File: config.mk
export PLATFORM = sky130hd
export DESIGN_NAME = alu_op_sequencer_flat
export DESIGN_NICKNAME = d
export VERILOG_FILES = /design/src/rtl/alu_seq_pkg.sv /design/src/rtl/alu_op_sequencer_if.sv /design/src/rtl/alu_op_sequencer.sv /design/src/flat_wrapper.sv
export SDC_FILE = /design/constraint.sdc
export NUM_CORES = 1
export LEC_CHECK = 0
export ABC_AREA = 0
export CELL_PAD_IN_SITES_DETAIL_PLACEMENT = 1
export CELL_PAD_IN_SITES_GLOBAL_PLACEMENT = 1
export CORE_MARGIN = 2
export CORE_UTILIZATION = 28
export CTS_CLUSTER_SIZE = 40
export DETAILED_ROUTE_END_ITERATION = 10
export PLACE_DENSITY = 0.77
export SLEW_MARGIN = 15
export SYNTH_ARGS = -nofsm -noshare
export SYNTH_HDL_FRONTEND = slang
export SYNTH_SLANG_ARGS = --single-unit
File: constraint.sdc
create_clock -name clk -period 3.91 [get_ports clk]
set_input_delay 0.782 -clock clk [delete_from_list [all_inputs] [get_ports clk]]
set_output_delay 0.782 -clock clk [all_outputs]
set_load 0.01 [all_outputs]
File: src/rtl/alu_seq_pkg.sv
// Shared types for the ALU operation sequencer: opcodes, FSM states,
// flag bit positions and the opcode legality / flag-mask helpers.
package alu_seq_pkg;

  typedef enum logic [3:0] {
    OP_ADD  = 4'h0,
    OP_SUB  = 4'h1,
    OP_INC  = 4'h2,
    OP_DEC  = 4'h3,
    OP_PASS = 4'h4,
    OP_SHL  = 4'h5,
    OP_BADD = 4'h6,
    OP_AND  = 4'h7,
    OP_OR   = 4'h8,
    OP_XOR  = 4'h9,
    OP_NOT  = 4'hA,
    OP_NEG  = 4'hB
  } op_e;

  typedef enum logic [1:0] {
    ST_IDLE    = 2'd0,
    ST_DRIVE   = 2'd1,
    ST_CAPTURE = 2'd2,
    ST_RESP    = 2'd3
  } state_e;

  localparam int FLG_C = 3;
  localparam int FLG_O = 2;
  localparam int FLG_Z = 1;
  localparam int FLG_S = 0;

  function automatic logic op_legal(
    input logic [3:0] op
  );
    return op <= OP_NEG;
  endfunction

  // Which of {C,O,Z,S} are meaningful for a given opcode.
  function automatic logic [3:0] flag_mask(
    input logic [3:0] op
  );
    logic [3:0] m;
    m = '0;
    if (op_legal(op)) m[FLG_Z] = 1'b1;
    if (op == OP_ADD) m[FLG_C] = 1'b1;
    if (op == OP_ADD || op == OP_SUB) begin
      m[FLG_O] = 1'b1;
      m[FLG_S] = 1'b1;
    end
    return m;
  endfunction

endpackage

File: src/rtl/alu_op_sequencer_if.sv
// Command / ALU / response bundle for the ALU operation sequencer.
// slave = sequencer side, master = command source, ALU and consumer.
interface alu_op_sequencer_if;
  logic        cmd_valid;
  logic        cmd_ready;
  logic [3:0]  cmd_op;
  logic [31:0] cmd_a;
  logic [31:0] cmd_b;
  logic        cmd_chain;

  logic [31:0] alu_a;
  logic [31:0] alu_b;
  logic [3:0]  alu_op;
  logic [31:0] alu_out;
  logic        alu_cf;
  logic        alu_of;
  logic        alu_zf;
  logic        alu_sf;

  logic        rsp_valid;
  logic        rsp_ready;
  logic [31:0] rsp_data;
  logic [3:0]  rsp_flags;
  logic        rsp_err;

  modport slave (
    input  cmd_valid, cmd_op, cmd_a, cmd_b, cmd_chain,
    output cmd_ready,
    output alu_a, alu_b, alu_op,
    input  alu_out, alu_cf, alu_of, alu_zf, alu_sf,
    output rsp_valid, rsp_data, rsp_flags, rsp_err,
    input  rsp_ready
  );

  modport master (
    output cmd_valid, cmd_op, cmd_a, cmd_b, cmd_chain,
    input  cmd_ready,
    input  alu_a, alu_b, alu_op,
    output alu_out, alu_cf, alu_of, alu_zf, alu_sf,
    input  rsp_valid, rsp_data, rsp_flags, rsp_err,
    output rsp_ready
  );
endinterface

File: src/rtl/alu_op_sequencer.sv
// Sequences one op at a time through an external combinational ALU.
// Define ALU_SEQ_CHAIN_EN to let cmd_chain feed the last result to A.
module alu_op_sequencer
  import alu_seq_pkg::*;
#(
  parameter int unsigned SETTLE_CYC = 1
) (
  input logic               clk,
  input logic               rst,
  alu_op_sequencer_if.slave bus
);

  localparam logic [3:0] SETTLE_LD = 4'(SETTLE_CYC);

  state_e      state_q, state_d;
  logic [3:0]  cnt_q, cnt_d;
  logic [31:0] a_q, a_d;
  logic [31:0] b_q, b_d;
  logic [3:0]  op_q, op_d;
  logic [31:0] data_q, data_d;
  logic [3:0]  flags_q, flags_d;
  logic        err_q, err_d;
  logic [31:0] a_sel;
  logic [3:0]  raw_flags;

  assign raw_flags = {bus.alu_cf, bus.alu_of,
                      bus.alu_zf, bus.alu_sf};

`ifdef ALU_SEQ_CHAIN_EN
  logic [31:0] chain_q;

  always_ff @(posedge clk or posedge rst) begin
    if (rst) begin
      chain_q <= '0;
    end else if (state_q == ST_CAPTURE) begin
      chain_q <= bus.alu_out;
    end
  end

  assign a_sel = bus.cmd_chain ? chain_q : bus.cmd_a;
`else
  logic unused_chain;

  assign unused_chain = bus.cmd_chain;
  assign a_sel        = bus.cmd_a;
`endif

  always_comb begin
    state_d = state_q;
    cnt_d   = cnt_q;
    a_d     = a_q;
    b_d     = b_q;
    op_d    = op_q;
    data_d  = data_q;
    flags_d = flags_q;
    err_d   = err_q;
    unique case (state_q)
      ST_IDLE: begin
        if (bus.cmd_valid) begin
          if (op_legal(bus.cmd_op)) begin
            a_d     = a_sel;
            b_d     = bus.cmd_b;
            op_d    = bus.cmd_op;
            cnt_d   = SETTLE_LD;
            state_d = ST_DRIVE;
          end else begin
            // Illegal op bypasses the ALU; operands stay untouched.
            data_d  = '0;
            flags_d = '0;
            err_d   = 1'b1;
            state_d = ST_RESP;
          end
        end
      end
      ST_DRIVE: begin
        cnt_d = cnt_q - 4'd1;
        if (cnt_q <= 4'd1) state_d = ST_CAPTURE;
      end
      ST_CAPTURE: begin
        data_d  = bus.alu_out;
        flags_d = flag_mask(op_q) & raw_flags;
        err_d   = 1'b0;
        state_d = ST_RESP;
      end
      ST_RESP: begin
        if (bus.rsp_ready) state_d = ST_IDLE;
      end
      default: state_d = ST_IDLE;
    endcase
  end

  always_ff @(posedge clk or posedge rst) begin
    if (rst) begin
      state_q <= ST_IDLE;
      cnt_q   <= '0;
      a_q     <= '0;
      b_q     <= '0;
      op_q    <= '0;
      data_q  <= '0;
      flags_q <= '0;
      err_q   <= 1'b0;
    end else begin
      state_q <= state_d;
      cnt_q   <= cnt_d;
      a_q     <= a_d;
      b_q     <= b_d;
      op_q    <= op_d;
      data_q  <= data_d;
      flags_q <= flags_d;
      err_q   <= err_d;
    end
  end

  assign bus.cmd_ready = (state_q == ST_IDLE);
  assign bus.rsp_valid = (state_q == ST_RESP);
  assign bus.alu_a     = a_q;
  assign bus.alu_b     = b_q;
  assign bus.alu_op    = op_q;
  assign bus.rsp_data  = data_q;
  assign bus.rsp_flags = flags_q;
  assign bus.rsp_err   = err_q;

endmodule

File: src/flat_wrapper.sv
// flat-port wrapper written by rule: the top's interface ports become plain ports
module alu_op_sequencer_flat import alu_seq_pkg::*;
#(
  parameter int unsigned SETTLE_CYC = 1
)
  (clk, rst, bus_cmd_valid, bus_cmd_op, bus_cmd_a, bus_cmd_b, bus_cmd_chain, bus_cmd_ready, bus_alu_a, bus_alu_b, bus_alu_op, bus_alu_out, bus_alu_cf, bus_alu_of, bus_alu_zf, bus_alu_sf, bus_rsp_valid, bus_rsp_data, bus_rsp_flags, bus_rsp_err, bus_rsp_ready);
  alu_op_sequencer_if bus_i ();
  input logic clk;
  input logic rst;
  input wire logic [$bits(bus_i.cmd_valid)-1:0] bus_cmd_valid;
  input wire logic [$bits(bus_i.cmd_op)-1:0] bus_cmd_op;
  input wire logic [$bits(bus_i.cmd_a)-1:0] bus_cmd_a;
  input wire logic [$bits(bus_i.cmd_b)-1:0] bus_cmd_b;
  input wire logic [$bits(bus_i.cmd_chain)-1:0] bus_cmd_chain;
  output wire logic [$bits(bus_i.cmd_ready)-1:0] bus_cmd_ready;
  output wire logic [$bits(bus_i.alu_a)-1:0] bus_alu_a;
  output wire logic [$bits(bus_i.alu_b)-1:0] bus_alu_b;
  output wire logic [$bits(bus_i.alu_op)-1:0] bus_alu_op;
  input wire logic [$bits(bus_i.alu_out)-1:0] bus_alu_out;
  input wire logic [$bits(bus_i.alu_cf)-1:0] bus_alu_cf;
  input wire logic [$bits(bus_i.alu_of)-1:0] bus_alu_of;
  input wire logic [$bits(bus_i.alu_zf)-1:0] bus_alu_zf;
  input wire logic [$bits(bus_i.alu_sf)-1:0] bus_alu_sf;
  output wire logic [$bits(bus_i.rsp_valid)-1:0] bus_rsp_valid;
  output wire logic [$bits(bus_i.rsp_data)-1:0] bus_rsp_data;
  output wire logic [$bits(bus_i.rsp_flags)-1:0] bus_rsp_flags;
  output wire logic [$bits(bus_i.rsp_err)-1:0] bus_rsp_err;
  input wire logic [$bits(bus_i.rsp_ready)-1:0] bus_rsp_ready;
  assign bus_i.cmd_valid = bus_cmd_valid;
  assign bus_i.cmd_op = bus_cmd_op;
  assign bus_i.cmd_a = bus_cmd_a;
  assign bus_i.cmd_b = bus_cmd_b;
  assign bus_i.cmd_chain = bus_cmd_chain;
  assign bus_cmd_ready = bus_i.cmd_ready;
  assign bus_alu_a = bus_i.alu_a;
  assign bus_alu_b = bus_i.alu_b;
  assign bus_alu_op = bus_i.alu_op;
  assign bus_i.alu_out = bus_alu_out;
  assign bus_i.alu_cf = bus_alu_cf;
  assign bus_i.alu_of = bus_alu_of;
  assign bus_i.alu_zf = bus_alu_zf;
  assign bus_i.alu_sf = bus_alu_sf;
  assign bus_rsp_valid = bus_i.rsp_valid;
  assign bus_rsp_data = bus_i.rsp_data;
  assign bus_rsp_flags = bus_i.rsp_flags;
  assign bus_rsp_err = bus_i.rsp_err;
  assign bus_i.rsp_ready = bus_rsp_ready;
  alu_op_sequencer #(.SETTLE_CYC(SETTLE_CYC)) u_core (.clk(clk), .rst(rst), .bus(bus_i));
endmodule
# [After elaboration in Yosys (flattened, before gate mapping)]
# Cells that the tools add are included.
# Widths: inputs -> output; s select.
[word_totals] regBits=111 in_bits=109 output_inout_bits=107 word_cells=54
[op_classes] n_addsub=1 order_cmp=3 n_eq_ne=9 n_mux=23 n_bitwise=1 n_reduce_logical=9
[op_table] cell="$mux 32" count=2
[op_table] cell="$pmux 32 s2" count=1
[op_table] cell="$mux 4" count=4
[op_table] cell="$pmux 4 s2" count=2
[op_table] cell="$reduce_and 3->1" count=4
[op_table] cell="$le 4x4->1 const B" count=2
[op_table] cell="$mux 1" count=8
[op_table] cell="$mux 2" count=4
[op_table] cell="$pmux 2 s4" count=1
[op_table] cell="$ne 2x1->1 const B" count=3
[op_table] cell="$and 4x4->4" count=1
[op_table] cell="$eq 2x2->1 const B" count=2
[op_table] cell="$eq 4x1->1 const B" count=1
[op_table] cell="$le 4x1->1 const B" count=1
[op_table] cell="$logic_not 4->1" count=1
[op_table] cell="$ne 2x2->1 const B" count=2
[op_table] cell="$reduce_bool 2->1" count=2
[op_table] cell="$sub 4x1->4 const B" count=1
[op_table] cell="$eq 2x1->1 const B" count=1
[op_table] cell="$logic_not 2->1" count=1
[op_table] cell="$pmux 1 s2" count=1
[op_table] cell="$logic_or 1x1->1" count=1

# [Logic depth before layout (Yosys ltp)]
# Gate-level depths: netlist (run 1).
[depth] depth_word=6 mapped_depth=8 mapped_depth_nobuf=6

# [Least setup slack after synthesis (run 1)]
# OpenSTA, ideal clock, no wires.
[synth_path] kind="input port to flip-flop" startpoint="input bus_cmd_op[3]" endpoint="register u_core.b_q[12], in the netlist u_core.bus.alu_b[12]" setup_time_ps=125 arrival_time_ps=1744 required_ps=3785 path_slack_ps=2042 path_stages=5 n_path_buf=2 path_cell_list="and2_2 -> nor2_4 -> buf_6 -> buf_8 -> mux2_2"
[synth_between] elab_chain_cells=2
[synth_lines] item="from (decl)" line_no="flat_wrapper.sv:11" text="input wire logic [$bits(bus_i.cmd_op)-1:0] bus_cmd_op;"
[synth_lines] item="$le 4x4->1" line_no="alu_seq_pkg.sv:35" text="return op <= OP_NEG;"
[synth_lines] item="$reduce_and 3->1 (no source line)"
[synth_lines] item="to (signal assigned)" line_no="alu_op_sequencer.sv:97" text="b_q <= '0;"
[synth_lines] item="to (signal assigned)" line_no="alu_op_sequencer.sv:106" text="b_q <= b_d;"
[synth_lines] item="to (decl)" line_no="alu_op_sequencer.sv:18" text="logic [31:0] b_q, b_d;"
# No other way between the ends.
# A chain may end at the register's enable or synchronous reset.

# [Worst setup path after layout (run 1)]
[layout_path] startpoint="register u_core.state_q[0]" endpoint="output bus_cmd_ready"
[layout_between] elab_chain_cells=1
[layout_lines] item="from (decl)" line_no="alu_op_sequencer.sv:15" text="state_e state_q, state_d;"
[layout_lines] item="from (signal assigned)" line_no="alu_op_sequencer.sv:103" text="state_q <= state_d;"
[layout_lines] item="$logic_not 2->1" line_no="alu_op_sequencer.sv:114" text="assign bus.cmd_ready = (state_q == ST_IDLE);"
[layout_lines] item="to (decl)" line_no="flat_wrapper.sv:15" text="output wire logic [$bits(bus_i.cmd_ready)-1:0] bus_cmd_ready;"
# No other way between the ends.

==> results of run 1 <==
-- flip-flops by register name, indices dropped and copies added, names as in the netlist --
register and flops:
u_core.bus.rsp_data 32, u_core.cnt_q 4, u_core.bus.alu_b 32, u_core.bus.rsp_err 1, u_core.bus.alu_a 32, u_core.state_q 2
u_core.bus.alu_op 4, u_core.bus.rsp_flags 4
-- worst reg2reg max path, delay by kind of cell (launching register included) --
family                     cells  cell delay, ns
AOI/OAI and AO/OA              2            0.44
adders and majority gates      1            0.29
buffers and inverters          2            0.58
DFF                            1            0.41
and+or+nand+nor                2            0.26
-- final timing paths --
check / start / endpoint / slack (ns)
worst max-delay path: u_core.state_q[0]$_DFFE_PP0P_ / bus_cmd_ready / 1.38
max in group asynchronous: rst / u_core.bus.rsp_flags[3]$_DFFE_PP0P_ / 2.25
worst min-delay path: u_core.bus.rsp_data[15]$_DFFE_PP0P_ / u_core.bus.rsp_data[15]$_DFFE_PP0P_ / 0.49
worst min register to register: u_core.bus.rsp_data[15]$_DFFE_PP0P_ / u_core.bus.rsp_data[15]$_DFFE_PP0P_ / 0.49
worst max register to register: u_core.state_q[0]$_DFFE_PP0P_ / u_core.cnt_q[2]$_DFFE_PP0P_ / 1.82
min in group asynchronous: rst / u_core.bus.alu_b[30]$_DFFE_PP0P_ / 0.88
-- synth_stat cells, types with 2 or more instances --
cell	instances	share of area
sky130_fd_sc_hd__and4b_1	2	0.0045
sky130_fd_sc_hd__inv_1	7	0.0059
sky130_fd_sc_hd__ha_1	6	0.017
sky130_fd_sc_hd__o21ai_0	37	0.042
sky130_fd_sc_hd__a211o_1	2	0.0039
sky130_fd_sc_hd__mux2_2	68	0.17
sky130_fd_sc_hd__buf_2	6	0.0068
sky130_fd_sc_hd__dfrtp_1	111	0.63
sky130_fd_sc_hd__nor2_1	4	0.0034
sky130_fd_sc_hd__clkbuf_1	4	0.0034
sky130_fd_sc_hd__buf_4	7	0.012
sky130_fd_sc_hd__mux2i_1	3	0.0068
sky130_fd_sc_hd__nand2_1	76	0.064
-- logic make-up (layout without fill, tap and decap cells) --
family / after synthesis / in the layout / share of synthesized area
fa+ha+maj: 6 / 6 / 0.0169
simple gates: 90 / 90 / 0.0851
compound gates: 46 / 46 / 0.0589
flops: 111 / 111 / 0.626
buf+inv: 26 / 242 / 0.0338
mux: 71 / 71 / 0.179
-- metrics by stage --
step	area [um^2]	cells	setup WS (ns)	utilization	hold WS (ns)
6_report	7180	782	1.38	0.457	0.487
5_1_grt	7180	782	1.28	0.457	0.523
4_1_cts	7180	782	1.34	0.457	0.494
3_5_place_dp	6790	766	1.25	0.432	0.473
3_3_place_gp	6790	766	1.31	0.432	0.465
2_1_floorplan	4440	350	0.197	-	0.479
-- report_power, final --
group          internal (W)  switching (W)
logic               0.00146        0.00107
registers           0.00169       0.000302
clock network      0.000759       0.000430
total               0.00390        0.00180
-- layer usage --
metal / vias up / GRT usage / wire length [um] / share of wire
met4: 0 / 0.0538 / 180 / 0.014
met3: 13 / 0.0603 / 1210 / 0.097
met2: 128 / 0.262 / 6360 / 0.51
met5: - / 0 / 0 / 0
met1: 1691 / 0.169 / 4770 / 0.38
li1: 1606 / - / - / -
-- area by class of cell --
class	instances	share of cell area
Clock buffer	9	0.0314
Clock inverter	7	0.0233
Inverter	7	0.00401
Multi-Input combinational cell	213	0.212
Sequential cell	111	0.387
Tap cell	216	0.0376
Timing Repair Buffer	219	0.305
==> results list, run 1 <==
- At the end of routability-driven placement, the weighted congestion stood at 0.722.
- TritonCTS built the clock tree.
- Setup violations remaining at the end of the flow were counted as 0.
- Leaving out fill and tap cells, the most frequent cells in the layout are sky130_fd_sc_hd__clkdlybuf4s50_1 (214), sky130_fd_sc_hd__dfrtp_1 (111), sky130_fd_sc_hd__nand2_1 (76).
* Maximum number of pins on one net before global-route repair: 75
- In this run the vertical extent of the chip is 130 um.
- In this run the static leakage power is 2.97 nW.
- Based on the critical path, the design can be clocked at up to 395 MHz.
* Post-synthesis average cell area: 12.7 um^2
* Net count after synthesis: 465
- The number of clock buffers added by TritonCTS is 9.
- Summed over all layers, the routed wires come to 12,500 um.
- Multi-input combinational cell area: 1520 um^2
- Row cnt: 46
- Synthesis inferred 111 register bits.
* Pre-Repair DR Iteration Count: 4
- Critical Path Sink Type: primary output
- Clock Skew: 0.00821 ns
- The Yosys step of the flow raised 0 warnings.
- Number of flops mapped to enable cells by yosys: 0
- Total stage count of the critical path: 3
* Detailed-route via count: 3,438
* Vias in the first global route: 3,815
* Fraction of registers with async set/reset: 1.00
- Once detailed placement completed, the half-perimeter wirelength came to 9380 um.
* Drt first-iter violations: 78
* Synth Instances: 350
- Htree depth: 3
- The final count of hold timing violations was 0.
- Compared with the post-synthesis result, the final layout area differs by 61.9%.
- At the pin with the least slew margin, the transition time is 0.680 ns.
- Count of antenna-violating nets left after detailed routing: 0
* # resized after CTS: 0
- The number of cells on the worst reg-to-reg path is 7.
- Outcome: complete, no violations
- The clock drives 111 sinks.
- Crit path cell chain: inv_1 -> ha_1 -> clkdlybuf4s50_1
- Initial antenna violation count: 0
- Predominant post-synthesis flop cell: sky130_fd_sc_hd__dfrtp_1
- 0 antenna diodes ended up in the layout.
- The critical path is of the register to primary output type.
- MaxCap Viol Count: 0
- Remaining DRCs: 0
- Cell count of the worst hold path: 2
- The first global-routing pass estimated 19,800 um of wire.
- Clock Tree Root: sky130_fd_sc_hd__clkbuf_16
- Unrepaired setup endpoints after global routing: no
* GRT Overall Usage: 0.151
- Total negative slack for setup checks: 0 ns
* Wire length per cell: 16.0 um
- Counting both buffers and inverters, the worst setup path holds a total of 2.
- Footprint of the flip-flops and latches: 2780 um^2
- Full die area: 16,900 um^2
* Most common cell after layout, fill and taps aside: sky130_fd_sc_hd__clkdlybuf4s50_1
- STA classifies the critical path startpoint as a register.
- Required time worst endpoint: 3.13 ns
- Power, Total: 0.00571 W
* Number of I/O port buffers: 214
- In this run the deepest clock path goes through 2 buffers.
- During I/O placement, the number of pins put on the boundary was 216.
- Share of synthesized area occupied by flip-flops and latches: 0.626
- Total core area: 15,700 um^2
- Final Cycle Share: 0.648
- On the critical path the largest part of the delay comes from buffers and inverters.
* Initial Utilization: 0.282
* Clock-pin slew of the registers on the worst-case setup and hold paths: 0.07 ns
- After the last flow step, the layout net total stands at 676.
* Cell variety after synth: 30
- Setup fix buffers added after clock tree synthesis: 0
- Fill cells in the final layout number 1,659.
* Die width: 130 um
- Cell at the slowest stage of the critical path: sky130_fd_sc_hd__clkdlybuf4s50_1
- In this design, the stage delay of the slowest critical-path cell is 0.60 ns.
- Fraction of layout instances using a drive strength above 1: 0.168
- Of all nets on the critical path, the largest fanout is 6.
- Dividing the detail-routed via count by the number of cells gives 4.40.
- Insertion delay to the later sink of the worst-skew pair: 0.35 ns
- Cell Area, Synth: 4440 um^2
- Headroom to the max-slew limit came out at 0.540.
- Maximum VDD drop: 381 uV
* Worst hold path class: register to register
- Gr ovfl total: 0
* # hold bufs at CTS: 0
- The max-slew violation total from the final report is 0.
- P per Cell Area: 795 nW/um^2
- Data arrives at the worst endpoint at 1.75 ns.
* Final worst path period need: 2.53 ns
(Power assumes the default switching activity.)
==> inputs of run 2 (changes only) <==
- CORE_UTILIZATION: 28 -> 31
- PLACE_DENSITY: 0.77 -> 0.81
- clock period: 3.91 -> 2.4 ns (I/O delays scaled with it)
==> run 2 against run 1 <==
Net effect: sequential power up 62%; clock-buffer cell count up 4; worst hold slack worse by 0.0066 ns.
==> results list, run 2 (synthesis results as in run 1) <==
- The number of global-route vias before repair was 3,860.
- Worst setup startpoint: u_core.state_q[0]$_DFFE_PP0P_
- Wire length per cell: 16.3 um
* Setup Crit Path Kind: register to primary output
- Between clock sinks in the finished design, the worst skew comes to 0.00593 ns.
- Wire length on met3: 1180 um
- Final Cycle Share: 0.942
* Crit start category: register
- Required time worst endpoint: 1.92 ns
* Worst hold path class: register to register
- The analysis attributes to cell leakage a power of 2.95 nW.
- The floorplan step defined a core boundary enclosing 13,900 um^2.
* Crit path cell chain: inv_1 -> ha_1 -> clkdlybuf4s50_1
- For this run, the total global-route usage over all layers was measured as 0.163.
- Clock latency on the worst-skew pair, taken at its later pin, is 0.34 ns.
* MaxCap Viol Count: 0
- Highest clock rate: 442 MHz
- From bottom edge to top edge, the die measures 124 um.
- Highest-count cells in the layout ignoring fill and taps: sky130_fd_sc_hd__clkdlybuf4s50_1 (214), sky130_fd_sc_hd__dfrtp_1 (111), sky130_fd_sc_hd__nand2_1 (76)
- Initial Utilization: 0.318
* Fraction of layout instances using a drive strength above 1: 0.168
* Detailed-route via count: 3,454
* Area growth from synthesis to final layout: 59.7%
- Worst-case reg-to-reg path depth: 6
- Top layer used by detailed routing: met4
* Delay contributed by the slowest stage of the critical path: 0.63 ns
* Filler Cells Inserted: 1,447
- Detailed placement finished with a half-perimeter wire length of 9040 um.
* Drt first-iter violations: 90
- Slew headroom: 0.589
- Row cnt: 43
- CTS placed an instance of sky130_fd_sc_hd__clkbuf_16 at the clock tree root.
* Power, Total: 0.00894 W
- The tightest hold path in the finished design has a slack of 0.481 ns.
- Minimum setup slack after placement: 0.243 ns
- Setup repair after global routing left no endpoint under its margin.
- Outcome: complete, no violations
* Setup fix buffers added after clock tree synthesis: 0
* FF-to-FF Start: u_core.state_q[0]$_DFFE_PP0P_
- First-pass GRT wire length: 19,000 um
- Setup slack on the critical path of the routed design comes to 0.140 ns.
- The final count of hold timing violations was 0.
* Die width: 124 um
* Number of CTS-inserted buffers: 9
* P per Cell Area: 1260 nW/um^2
- Worst setup path endpoint: bus_cmd_ready
* Full die area: 15,300 um^2
- VDD sags by at most 478 uV.
- Total negative slack for setup checks: 0 ns
- Register-to-register setup slack: 0.47 ns
- Detailed routing placed a total of 6050 um of wire on met2.
* Pre-Repair DR Iteration Count: 4
- Htree depth: 3
- Global routing finished with a remaining overflow of 0.
- Worst reg2reg endpoint: u_core.bus.alu_a[17]$_DFFE_PP0P_
- Wires add up to 12,100 um.
- At the pin with the least slew margin, the transition time is 0.616 ns.
* Clock-pin slew of the registers on the worst-case setup and hold paths: 0.07 ns
- Met1 WL: 4670 um
* Maximum fanout along the worst path: 6
* Ant diodes: 0
- The initial antenna violation count was 0.
- At the end of routability-driven placement, the weighted congestion stood at 0.697.
- Remaining DRCs: 0
* Final worst path period need: 2.26 ns
- TritonCTS clock tree: done
- Setup violations remaining at the end of the flow were counted as 0.
* Count of antenna-violating nets left after detailed routing: 0
- # resized after CTS: 0
- Pin placement for this block handled 216 I/O pins.
- Critical Path Sink Type: primary output
- The net count of the finished layout is 677.
* Maximum number of pins on one net before global-route repair: 112
* Number of clock sinks seen by CTS: 111
* Number of I/O port buffers: 214
- The slowest stage of the critical path is the sky130_fd_sc_hd__clkdlybuf4s50_1 cell.
* Final max-slew violation count: 0
* Vias per std cell: 4.62
- Most common cell after layout, fill and taps aside: sky130_fd_sc_hd__clkdlybuf4s50_1
* # hold bufs at CTS: 0
- Worst endpoint data arrival time: 1.78 ns
* Longest Clk Path Bufs: 2
run 2: metrics by stage:
step                      cells  utilization  cell area, um^2
after detailed placement    731        0.486             6780
after global routing        747        0.509             7090
after CTS                   747        0.509             7090
after global placement      731        0.486             6780
final                       747        0.509             7090
after floorplan             350            -             4440
run 2: area by class of cell:
class                      instances  area, um^2  area share
clock buffer                      13         270      0.0381
clock inverter                     3        40.0     0.00565
inverter                           7        30.0     0.00424
multi-input combinational        213        1520       0.215
sequential                       111        2780       0.392
tap                              180         225      0.0318
timing repair buffer             220        2220       0.314
run 2: routing by layer:
metal  GRT usage  vias to the layer above
met3      0.0600                       16
li1            -                     1604
met5           0                        -
met4      0.0653                        0
met2       0.280                      139
met1       0.182                     1695
run 2: worst min-delay path by stage:
stage / startpoint / endpoint / cells past startpoint
after floorplan: u_core.cnt_q[1]$_DFFE_PP0P_ / u_core.cnt_q[1]$_DFFE_PP0P_ / 1
after global placement: u_core.bus.rsp_data[29]$_DFFE_PP0P_ / u_core.bus.rsp_data[29]$_DFFE_PP0P_ / 2
after detailed placement: u_core.bus.rsp_data[17]$_DFFE_PP0P_ / u_core.bus.rsp_data[17]$_DFFE_PP0P_ / 2
after CTS: u_core.bus.rsp_data[17]$_DFFE_PP0P_ / u_core.bus.rsp_data[17]$_DFFE_PP0P_ / 2
after global routing: u_core.bus.rsp_data[17]$_DFFE_PP0P_ / u_core.bus.rsp_data[17]$_DFFE_PP0P_ / 2
final: u_core.bus.rsp_data[17]$_DFFE_PP0P_ / u_core.bus.rsp_data[17]$_DFFE_PP0P_ / 2
run 2: worst max-delay path: cells and delay by family, from the launching register on:
| kind | cells | cell delay, ns |
|---|---|---|
| buf+inv | 2 | 0.74 |
| flops | 1 | 0.40 |
| fa+ha+maj | 1 | 0.30 |
run 2: where the power goes:
part           internal (W)  switching [W]  leakage (nW)  total [W]
Clock              0.000892       0.000636         0.156    0.00153
Combinational       0.00242        0.00176          1.41    0.00418
Sequential          0.00275       0.000486          1.38    0.00323
Total               0.00606        0.00288          2.95    0.00894
